[src/rtl/sp_table_loader.sv]
// Streams a spline basis table image into basis ROM bank A (full range) and bank B (upper part).
// Optional load checksum on o_cksum is built only when SP_LOAD_CKSUM_EN is defined.
module sp_table_loader #(
  parameter int DATA_W = 10,
  parameter int ADDR_W = 10,
  parameter int B_BASE = 512
) (
  input  logic              i_clk,
  input  logic              i_rst_n,
  input  logic              i_start,
  input  logic              i_valid,
  input  logic [DATA_W-1:0] i_data,
  output logic              o_ready,
  output logic              o_we_a,
  output logic              o_we_b,
  output logic [ADDR_W-1:0] o_waddr,
  output logic [DATA_W-1:0] o_wdata,
  output logic              o_busy,
  output logic              o_done,
  output logic              o_err,
  output logic [15:0]       o_cksum
);

  localparam int CNT_W = ADDR_W + 1;
  localparam logic [CNT_W-1:0] CNT_LAST    = CNT_W'((1 << ADDR_W) - 1);
  localparam logic [CNT_W-1:0] CNT_B_FIRST = CNT_W'(B_BASE);

  typedef enum logic [1:0] {IDLE, LOAD_A, LOAD_B, DONE} state_t;

  state_t            state_q, state_d;
  logic [CNT_W-1:0]  cnt_q;
  logic              ready_p0, busy_p0, done_p0;
  logic              beat_p0, start_p0, err_set_p0;
  logic              we_a_p1, we_b_p1;
  logic [ADDR_W-1:0] waddr_p1;
  logic [DATA_W-1:0] wdata_p1;
  logic              err_q;

  always_ff @(posedge i_clk or negedge i_rst_n) begin
    if (!i_rst_n) state_q <= IDLE;
    else          state_q <= state_d;
  end

  always_comb begin
    state_d    = state_q;
    ready_p0   = 1'b0;
    busy_p0    = 1'b0;
    done_p0    = 1'b0;
    beat_p0    = 1'b0;
    start_p0   = 1'b0;
    err_set_p0 = 1'b0;
    case (state_q)
      IDLE: begin
        start_p0 = i_start;
        if (i_start) state_d = LOAD_A;
      end
      LOAD_A: begin
        ready_p0   = 1'b1;
        busy_p0    = 1'b1;
        beat_p0    = i_valid;
        err_set_p0 = i_start;
        if (i_valid && cnt_q == CNT_LAST) state_d = LOAD_B;
      end
      LOAD_B: begin
        ready_p0   = 1'b1;
        busy_p0    = 1'b1;
        beat_p0    = i_valid;
        err_set_p0 = i_start;
        if (i_valid && cnt_q == CNT_LAST) state_d = DONE;
      end
      DONE: begin
        done_p0    = 1'b1;
        err_set_p0 = i_start;
        state_d    = IDLE;
      end
      default: state_d = IDLE;
    endcase
  end

  // Stage p0 -> p1: accepted beat becomes a registered bank write
  always_ff @(posedge i_clk or negedge i_rst_n) begin
    if (!i_rst_n) begin
      cnt_q    <= '0;
      err_q    <= 1'b0;
      we_a_p1  <= 1'b0;
      we_b_p1  <= 1'b0;
      waddr_p1 <= '0;
      wdata_p1 <= '0;
    end else begin
      we_a_p1 <= beat_p0 && (state_q == LOAD_A);
      we_b_p1 <= beat_p0 && (state_q == LOAD_B);
      if (start_p0) begin
        cnt_q <= '0;
        err_q <= 1'b0;
      end else begin
        if (err_set_p0) err_q <= 1'b1;
        if (beat_p0) begin
          // The A->B hand-off jumps straight to the bank B base so no bubble is needed
          if (state_q == LOAD_A && cnt_q == CNT_LAST) cnt_q <= CNT_B_FIRST;
          else                                        cnt_q <= cnt_q + 1'b1;
        end
      end
      if (beat_p0) begin
        waddr_p1 <= cnt_q[ADDR_W-1:0];
        wdata_p1 <= i_data;
      end
    end
  end

`ifdef SP_LOAD_CKSUM_EN
  function automatic logic [15:0] cksum_add(input logic [15:0] acc, input logic [DATA_W-1:0] d);
    return acc + 16'(d);
  endfunction

  logic [15:0] cksum_q;

  always_ff @(posedge i_clk or negedge i_rst_n) begin
    if (!i_rst_n)     cksum_q <= '0;
    else if (start_p0) cksum_q <= '0;
    else if (beat_p0)  cksum_q <= cksum_add(cksum_q, i_data);
  end

  assign o_cksum = cksum_q;
`else
  assign o_cksum = '0;
`endif

  assign o_ready = ready_p0;
  assign o_busy  = busy_p0;
  assign o_done  = done_p0;
  assign o_err   = err_q;
  assign o_we_a  = we_a_p1;
  assign o_we_b  = we_b_p1;
  assign o_waddr = waddr_p1;
  assign o_wdata = wdata_p1;

endmodule
[config.mk]
export PLATFORM = sky130hd
export DESIGN_NAME = sp_table_loader
export DESIGN_NICKNAME = d
export VERILOG_FILES = /design/src/rtl/sp_table_loader.sv
export SDC_FILE = /design/constraint.sdc
export NUM_CORES = 1
export LEC_CHECK = 0
export CAP_MARGIN = 20
export CORE_MARGIN = 2
export CORE_UTILIZATION = 40
export CTS_CLUSTER_SIZE = 12
export DETAILED_ROUTE_END_ITERATION = 12
export PLACE_DENSITY = 0.71
export SYNTH_ARGS = -nofsm -noshare
export SYNTH_HDL_FRONTEND = slang
export SYNTH_SLANG_ARGS = --single-unit
[constraint.sdc]
create_clock -name i_clk -period 2.5 [get_ports i_clk]
set_input_delay 0.625 -clock i_clk [delete_from_list [all_inputs] [get_ports i_clk]]
set_output_delay 0.625 -clock i_clk [all_outputs]
set_load 0.03 [all_outputs]
# Word level (Yosys, flattened, before mapping)
# Cells that the tools add are included.
# totals
reg_bits	36
latch_bits	0
mem_bits_rw	0
rom_bits	0
inputBits	14
output_inout_bits	42
word_cells	39
memories	0
# classes
addsub	1
n_mul	0
n_div	0
magnitude_cmp	0
n_eq_ne	7
shift	0
mux	14
n_bitwise	0
reduce_logical	10
# ops
operator	n
$mux 11	3
$add 11x1->11 const B	1
$eq 11x10->1 const B	1
$pmux 2 s4	1
$mux 1	7
$mux 2	3
$ne 2x2->1 const B	3
$eq 2x2->1 const B	2
$logic_and 1x1->1	4
$reduce_bool 2->1	2
$reduce_and 3->1	1
$reduce_or 3->1	1
$eq 2x1->1 const B	1
$logic_not 2->1	1
$reduce_or 2->1	1

# Longest topological paths before layout
# Gate-level depths: netlist of run 1.
# logic_depth
depth_word	5
depth_mapped	6
ltp_nobuf	6

# Worst setup path before layout of run 1
# Ideal clock, no wire load.
# synth_timing
path_type	reg-to-reg
startpoint	reg state_q[0]
endpoint	reg cnt_q[6]
setup_ns	0.120
arrival_ns	1.909
slack_ns	0.471
stages_incl_launch_ff	7
synth_period_minus_slack_ns	2.029
path_cell_list	dfrtp_1 -> inv_1 -> ha_1 -> a22oi_1 -> or3b_2 -> xor2_1 -> nor2_1
# synth_via
elab_chain_cells	5
word_cells_on_any_way	11
# synth_rtl
element	line_no	source
from (decl)	30	state_t state_q, state_d;
from (signal assigned)	41	else state_q <= state_d;
$eq 2x1->1	52, 99	
$logic_and 1x1->1	99	if (state_q == LOAD_A && cnt_q == CNT_LAST) cnt_q <= CNT_B_FIRST;
$mux 11	99	
$mux 11	97	if (beat_p0) begin
$mux 11	92	if (start_p0) begin
to (signal assigned)	100	else cnt_q <= cnt_q + 1'b1;
to (decl)	31	logic [CNT_W-1:0] cnt_q;
# Parallel ways exist; a longest one is shown, timed or not. The select of a mux whose other input is x is not followed.
# A chain may end at the register's enable or synchronous reset.

# Final worst setup path of run 1
# layout_timing
startpoint	reg state_q[0]
endpoint	out o_ready
# layout_via
elab_chain_cells	3
word_cells_on_any_way	4
# layout_rtl
element	line_no	source
$eq 2x1->1 / $eq 2x2->1 (equally long branches)	52	case (state_q)
$reduce_or 2->1 (no source line) *	n/a	
$mux 1 *	52	
to (decl)	13	output logic o_ready,
# Mark *: on every way between the ends. The rest lies on a longest branch, timed or not.

==> impl_metrics.env, run 1 <==
export IMPL_status="finished clean"
export IMPL_synth_avg_cell_area_sq_um=12.1
export IMPL_synth_area_sq_um=1780
export IMPL_period_minus_slack_ns=2.32
export IMPL_critPathCaptureType="primary output"
export IMPL_slowest_stage="dfrtp_1"
export IMPL_cts_max_level=2
export IMPL_area_growth_pct=26.5
export IMPL_ys_seq_area_frac=0.506
export IMPL_cts_root_buf="clkbuf_8"
export IMPL_io_pins=56
export IMPL_setup_viol=0
export IMPL_track_usage=0.144
export IMPL_clock_path_buffers=2
export IMPL_maxSlewHeadroom=0.609
export IMPL_stdcell_area_sq_um=2250
export IMPL_drc=0
export IMPL_reg2reg_depth=6
export IMPL_nets=210
export IMPL_grt_ovfl_total=0
export IMPL_powerDensity_nw_per_um2=727
export IMPL_setup_slack_ns=0.182
export IMPL_slowest_delay_ns=0.43
export IMPL_syn_inst=147
export IMPL_min_path_type="flop to flop"
export IMPL_num_vias=1189
export IMPL_port_buffers=39
export IMPL_grt_setup_unrepaired="no"
export IMPL_cp_required_ns=1.88
export IMPL_antenna_diode_count=0
export IMPL_place_gp_congestion=0.839
export IMPL_worstSkewPairLatency_ns=0.28
export IMPL_synth_ff_type="dfrtp_1"
export IMPL_antenna_found_initial=0
export IMPL_die_w_microns=70.7
export IMPL_drtPass1Iterations=4
export IMPL_cp_data_arrival_time_ns=1.69
export IMPL_crit_buf_inv=2
export IMPL_via_per_inst=4.89
export IMPL_clock_skew_ns=0.00337
export IMPL_ys_warnings_count=0
export IMPL_grt_pass1_vias=1176
export IMPL_rows=24
export IMPL_finalMaxSlewViolations=0
export IMPL_routedWlPerCell_microns=13.9
export IMPL_synth_edff_count=0
export IMPL_dp_hpwl_microns=2440
export IMPL_crit_fanout=8
export IMPL_dpl_cell_area_sq_um=2160
export IMPL_clock_fmax_ghz=0.431
export IMPL_worst_slew_pin_slew_ns=0.587
export IMPL_startpoint_type="flop"
export IMPL_irDropWorstVdd_v=0.000277
export IMPL_r2r_end="cnt_q[6]"
export IMPL_hold_depth=1
export IMPL_crit_family="buffers and inverters"
export IMPL_hold_worst_slack_ns=0.506
export IMPL_r2r_slack_ns=0.47
export IMPL_start_util=0.411
export IMPL_cp_cell_sequence="inv_1, ha_1, dlygate4sd2_1"
export IMPL_maxCapViolCount=0
export IMPL_synthArstFlopShare=1.00
export IMPL_dieArea_sq_um=5000
export IMPL_ctsHoldBuffers=0
export IMPL_yosys_register_bits=36
export IMPL_drt_initial_drc_count=45
export IMPL_clkSlewWorstSetupHoldPaths_ns=0.07
export IMPL_grt_pass1_wl_microns=5620
export IMPL_cts_tree="done"
export IMPL_min_from="o_waddr[8]"
export IMPL_crit_type="flop to primary output"
export IMPL_fin_util=0.521
export IMPL_clock_sinks=36
export IMPL_synth_distinct_cells=35
export IMPL_dp_slack_ns=0.184
export IMPL_hold_end="o_waddr[8]"
export IMPL_finalHoldViolations=0
export IMPL_leakage_nw=1.01
export IMPL_drtAntennaViolNets=0
export IMPL_grt_max_degree=37
export IMPL_worstReg2RegStart="state_q[0]"
export IMPL_setup_tns_ns=0
export IMPL_post_route_period_util=0.927
export IMPL_layout_drive_gt1_share=0.220
export IMPL_cts_made_buffers=5
export IMPL_die_h_microns=70.7
export IMPL_coreArea_sq_um=4320
export IMPL_wirelength_microns=3370
-- what timing repair did --
| item | 4_1_cts | 5_1_grt |
|---|---|---|
| gates resized for setup | 2 | 0 |
| hold endpoints to repair | 0 | 0 |
| endpoints found under the setup margin | 2 | 0 |
| buffers inserted | 0 | 0 |
-- through the flow --
step / total power [mW] / std cells
final: 1.64 / 243
after CTS: 1.66 / 243
after global routing: 1.73 / 243
after global placement: 1.22 / 235
after floorplan: 1.07 / 162
after detailed placement: 1.24 / 235
-- kinds of logic (layout without fill, tap and decap cells) --
group,Yosys count,count (layout),synth area share
other,1,16,0.00211
buffers and inverters,24,53,0.0900
XOR/XNOR,8,8,0.0394
AND/OR/NAND/NOR,39,39,0.131
multiplexers,20,20,0.127
AO/OA/AOI/OAI,13,13,0.0626
flip-flops,36,36,0.506
adder cells (fa/ha/maj),6,6,0.0422
-- report_power, final --
part | total [mW] | switching, mW | internal (mW) | leakage (nW)
combinational | 0.456 | 0.253 | 0.203 | 0.511
sequential | 0.763 | 0.0849 | 0.678 | 0.448
clock | 0.418 | 0.199 | 0.220 | 0.0510
total | 1.64 | 0.536 | 1.10 | 1.01
-- synthesized netlist by cell type (2+ instances only) --
master | n | area [sq um]
dfrtp_1 | 36 | 901
mux2_2 | 20 | 225
buf_4 | 18 | 135
nor2_1 | 12 | 45.0
ha_1 | 6 | 75.1
nand3_1 | 5 | 25.0
xnor2_1 | 5 | 43.8
inv_1 | 4 | 15.0
nand2_1 | 3 | 11.3
nand4_1 | 3 | 18.8
nor3_1 | 3 | 15.0
xor2_1 | 3 | 26.3
a211o_2 | 2 | 20.0
and2_1 | 2 | 12.5
buf_2 | 2 | 10.0
nand2_2 | 2 | 12.5
nand2b_1 | 2 | 12.5
nor4_4 | 2 | 42.5
-- worst max path at each step --
stage / startpoint / endpoint / depth (start not counted)
2_1_floorplan: state_q[0] / cnt_q[6] / 6
3_3_place_gp: i_valid / cnt_q[6] / 5
3_5_place_dp: i_valid / cnt_q[6] / 5
4_1_cts: state_q[0] / o_busy / 3
5_1_grt: state_q[0] / o_busy / 3
6_report: state_q[0] / o_ready / 3
-- registers in the layout, indices dropped and copies added (netlist names) --
name	flops
cnt_q	11
o_waddr	10
o_wdata	10
state_q	2
o_err	1
o_we_a	1
o_we_b	1
-- area by class of cell --
type	instances	area (sq um)
Clock inverter	2	10.0
Fill cell	411	2070
Multi-Input combinational cell	102	774
Inverter	4	15.0
Tap cell	52	65.1
Clock buffer	6	82.6
Sequential cell	36	901
Timing Repair Buffer	41	403
-- metal layers --
| layer | routed length [microns] | track usage |
|---|---|---|
| met5 | 0 | 0 |
| met4 | 55 | 0.0692 |
| met3 | 188 | 0.0499 |
| met2 | 1680 | 0.233 |
| met1 | 1450 | 0.172 |
-- placed cells by master, fill, tap and decap left out, drive strengths merged, types with 4 or more instances in the layout --
cell type      synthesis  final
dfrtp                 36     36
nor2                  12     12
nand3                  6      6
clkbuf                 0      6
conb                   1     16
nand2                  5      5
clkdlybuf4s50          0     37
xnor2                  5      5
ha                     6      6
mux2                  20     20
inv                    4      4
-- worst reg2reg max path, stage by stage (launching register included) --
cell and delay (ns):
dfrtp_1 0.43, inv_1 0.12, ha_1 0.43, a22oi_1 0.23, or3b_2 0.53, xor2_1 0.14, nor2_1 0.05
(Power assumes the default switching activity.)
==> inputs of run 2 (changes only) <==
--- a/config.mk
+++ b/config.mk
@@ -5,6 +5,7 @@
 export SDC_FILE = /design/constraint.sdc
 export NUM_CORES = 1
 export LEC_CHECK = 0
+export ABC_AREA = 1
 export CAP_MARGIN = 20
 export CORE_MARGIN = 2
 export CORE_UTILIZATION = 40
==> run 2 against run 1 <==
Net effect: sequential share of layout area fell by 1.0 points; flip-flop and latch count did not move; total power rose by 61%; synthesized cell count rose by 52%; critical path depth fell by 1; clock-buffer cell count rose by 1; non-clock buffer count rose by 1; die area rose by 2.4%; combinational power rose to 2.9 times the previous value; wire length rose by 6.9%; cell count rose by 31%; global-route usage rose by 0.56 points.
==> impl_metrics.env, run 2 <==
export IMPL_synthArstFlopShare=1.00
export IMPL_synth_edff_count=0
export IMPL_r2r_slack_ns=0.82
export IMPL_io_pins=56
export IMPL_irDropWorstVdd_v=0.000564
export IMPL_setup_slack_ns=0.368
export IMPL_dieArea_sq_um=5120
export IMPL_track_usage=0.150
export IMPL_yosys_register_bits=36
export IMPL_place_gp_congestion=0.803
export IMPL_clkSlewWorstSetupHoldPaths_ns=0.07
export IMPL_finalHoldViolations=0
export IMPL_coreArea_sq_um=4380
export IMPL_port_buffers=39
export IMPL_ys_seq_area_frac=0.494
export IMPL_dp_hpwl_microns=2600
export IMPL_r2r_end="cnt_q[8]"
export IMPL_top_register="cnt_q"
export IMPL_cts_tree="done"
export IMPL_slowest_delay_ns=0.66
export IMPL_grt_setup_unrepaired="no"
export IMPL_clock_fmax_ghz=0.469
export IMPL_grt_ovfl_total=0
export IMPL_yosys_area_top_type="dfrtp_1"
export IMPL_setup_viol=0
export IMPL_post_route_period_util=0.853
export IMPL_antenna_found_initial=0
export IMPL_rows=24
export IMPL_antenna_diode_count=0
export IMPL_reg2reg_depth=8
export IMPL_synth_avg_cell_area_sq_um=8.18
export IMPL_startpoint_type="flop"
export IMPL_worst_slew_pin_slew_ns=0.785
export IMPL_slowest_stage="clkdlybuf4s50_1"
export IMPL_cp_required_ns=1.88
export IMPL_min_path_type="input port to asynchronous set/reset pin"
export IMPL_synth_most_common_cell="nand2_1"
export IMPL_leakage_nw=1.15
export IMPL_powerDensity_nw_per_um2=1140
export IMPL_drt_initial_drc_count=69
export IMPL_period_minus_slack_ns=2.13
export IMPL_crit_fanout=4
export IMPL_synth_area_top_cells="dfrtp_1 49%, nand2_1 15%, buf_4 7.0%"
export IMPL_layout_commonest_cell="nand2_1"
export IMPL_ys_warnings_count=0
export IMPL_wirelength_microns=3610
export IMPL_synth_distinct_cells=23
export IMPL_drtAntennaViolNets=0
export IMPL_setup_tns_ns=0
export IMPL_maxSlewHeadroom=0.477
export IMPL_worstSkewPairLatency_ns=0.28
export IMPL_via_per_inst=4.62
export IMPL_synthTopCellsByCount="72 x nand2_1, 36 x dfrtp_1, 20 x nor2_1, 17 x buf_4, 17 x inv_1"
export IMPL_largest_reg_flops=11
export IMPL_startpoint="state_q[1]"
export IMPL_start_util=0.416
export IMPL_clock_sinks=36
export IMPL_critPathCaptureType="primary output"
export IMPL_routedWlPerCell_microns=11.3
export IMPL_clock_skew_ns=0.00171
export IMPL_synth_top_area_frac=0.494
export IMPL_worstReg2RegStart="state_q[1]"
export IMPL_cts_made_buffers=5
export IMPL_status="finished clean"
export IMPL_cp_data_arrival_time_ns=1.51
export IMPL_crit_type="flop to primary output"
export IMPL_finalMaxSlewViolations=0
export IMPL_die_w_microns=71.5
export IMPL_crit_path_end="o_done"
export IMPL_cts_root_buf="clkbuf_8"
export IMPL_n_fill_cell=406
export IMPL_cp_cell_sequence="ha_1, clkdlybuf4s50_1"
export IMPL_drtPass1Iterations=4
export IMPL_ctsHoldBuffers=0
export IMPL_syn_inst=223
export IMPL_maxCapViolCount=0
export IMPL_synth_area_sq_um=1820
export IMPL_cts_max_level=2
export IMPL_power_mw=2.64
export IMPL_grt_pass1_vias=1358
export IMPL_nets=286
export IMPL_die_h_microns=71.5
export IMPL_layout_common_cells="72 x nand2_1, 36 x dfrtp_1, 36 x clkdlybuf4s50_1"
export IMPL_clock_path_buffers=2
export IMPL_layout_drive_gt1_share=0.102
export IMPL_fin_util=0.527
export IMPL_drc=0
export IMPL_synth_ff_type="dfrtp_1"
export IMPL_area_growth_pct=26.7
export IMPL_num_vias=1468
export IMPL_grt_pass1_wl_microns=5990
export IMPL_dp_slack_ns=0.376
export IMPL_grt_max_degree=37
[run 2: timing repair]
action,4_1_cts,5_1_grt
setup buffers,0,0
resized for setup,0,2
endpoints found under the setup margin,0,2
[run 2: worst min path at each step]
stage                          start  depth (start not counted)         end  slack [ns]
final                        i_rst_n                          1  o_waddr[6]        0.42
after CTS                    i_rst_n                          1  o_waddr[6]        0.46
after detailed placement  o_waddr[4]                          2  o_waddr[4]        0.46
after floorplan              i_rst_n                          0    cnt_q[0]        0.33
after global placement    o_waddr[4]                          2  o_waddr[4]        0.46
after global routing         i_rst_n                          1  o_waddr[9]        0.48
[run 2: kinds of logic after synthesis]
kind of cell | Yosys count | synth area share
buf+inv | 41 | 0.120
compound gates | 16 | 0.0453
simple gates | 121 | 0.288
flops | 36 | 0.494
fa+ha+maj | 6 | 0.0412
xor+xnor | 2 | 0.00960
other cells | 1 | 0.00206
[run 2: metrics by stage]
stage / std cells / hold WS (ns) / area, sq um
finish: 318 / 0.421 / 2310
global route: 318 / 0.477 / 2310
CTS: 318 / 0.457 / 2310
detailed placement: 311 / 0.464 / 2210
global placement: 311 / 0.464 / 2210
floorplan: 238 / 0.329 / 1880
[run 2: report_power, final]
part / internal [mW] / switching, mW
sequential: 0.755 / 0.114
clock: 0.245 / 0.191
combinational: 0.495 / 0.843
[run 2: layout make-up]
class                      count  area, sq um  area share
sequential                    36          901       0.390
multi-input combinational    161          761       0.329
timing repair buffer          42          413       0.179
clock buffer                   7         96.3      0.0417
inverter                      20         75.1      0.0325
tap                           52         65.1      0.0282
[run 2: critical path: cells and delay by family, from the launching register on]
family     cells  cell delay (ns)
fa+ha+maj      1             0.16
buf+inv        1             0.66
flops          1             0.39
[run 2: per-layer routing]
metal  vias up  GRT usage  share of wire  routed length, microns
met3         6     0.0506          0.073                     263
met4         0     0.0503          0.014                      51
li1        739          -              -                       -
met2        49      0.235           0.46                    1650
met1       674      0.195           0.46                    1640
met5         -          0              0                       0
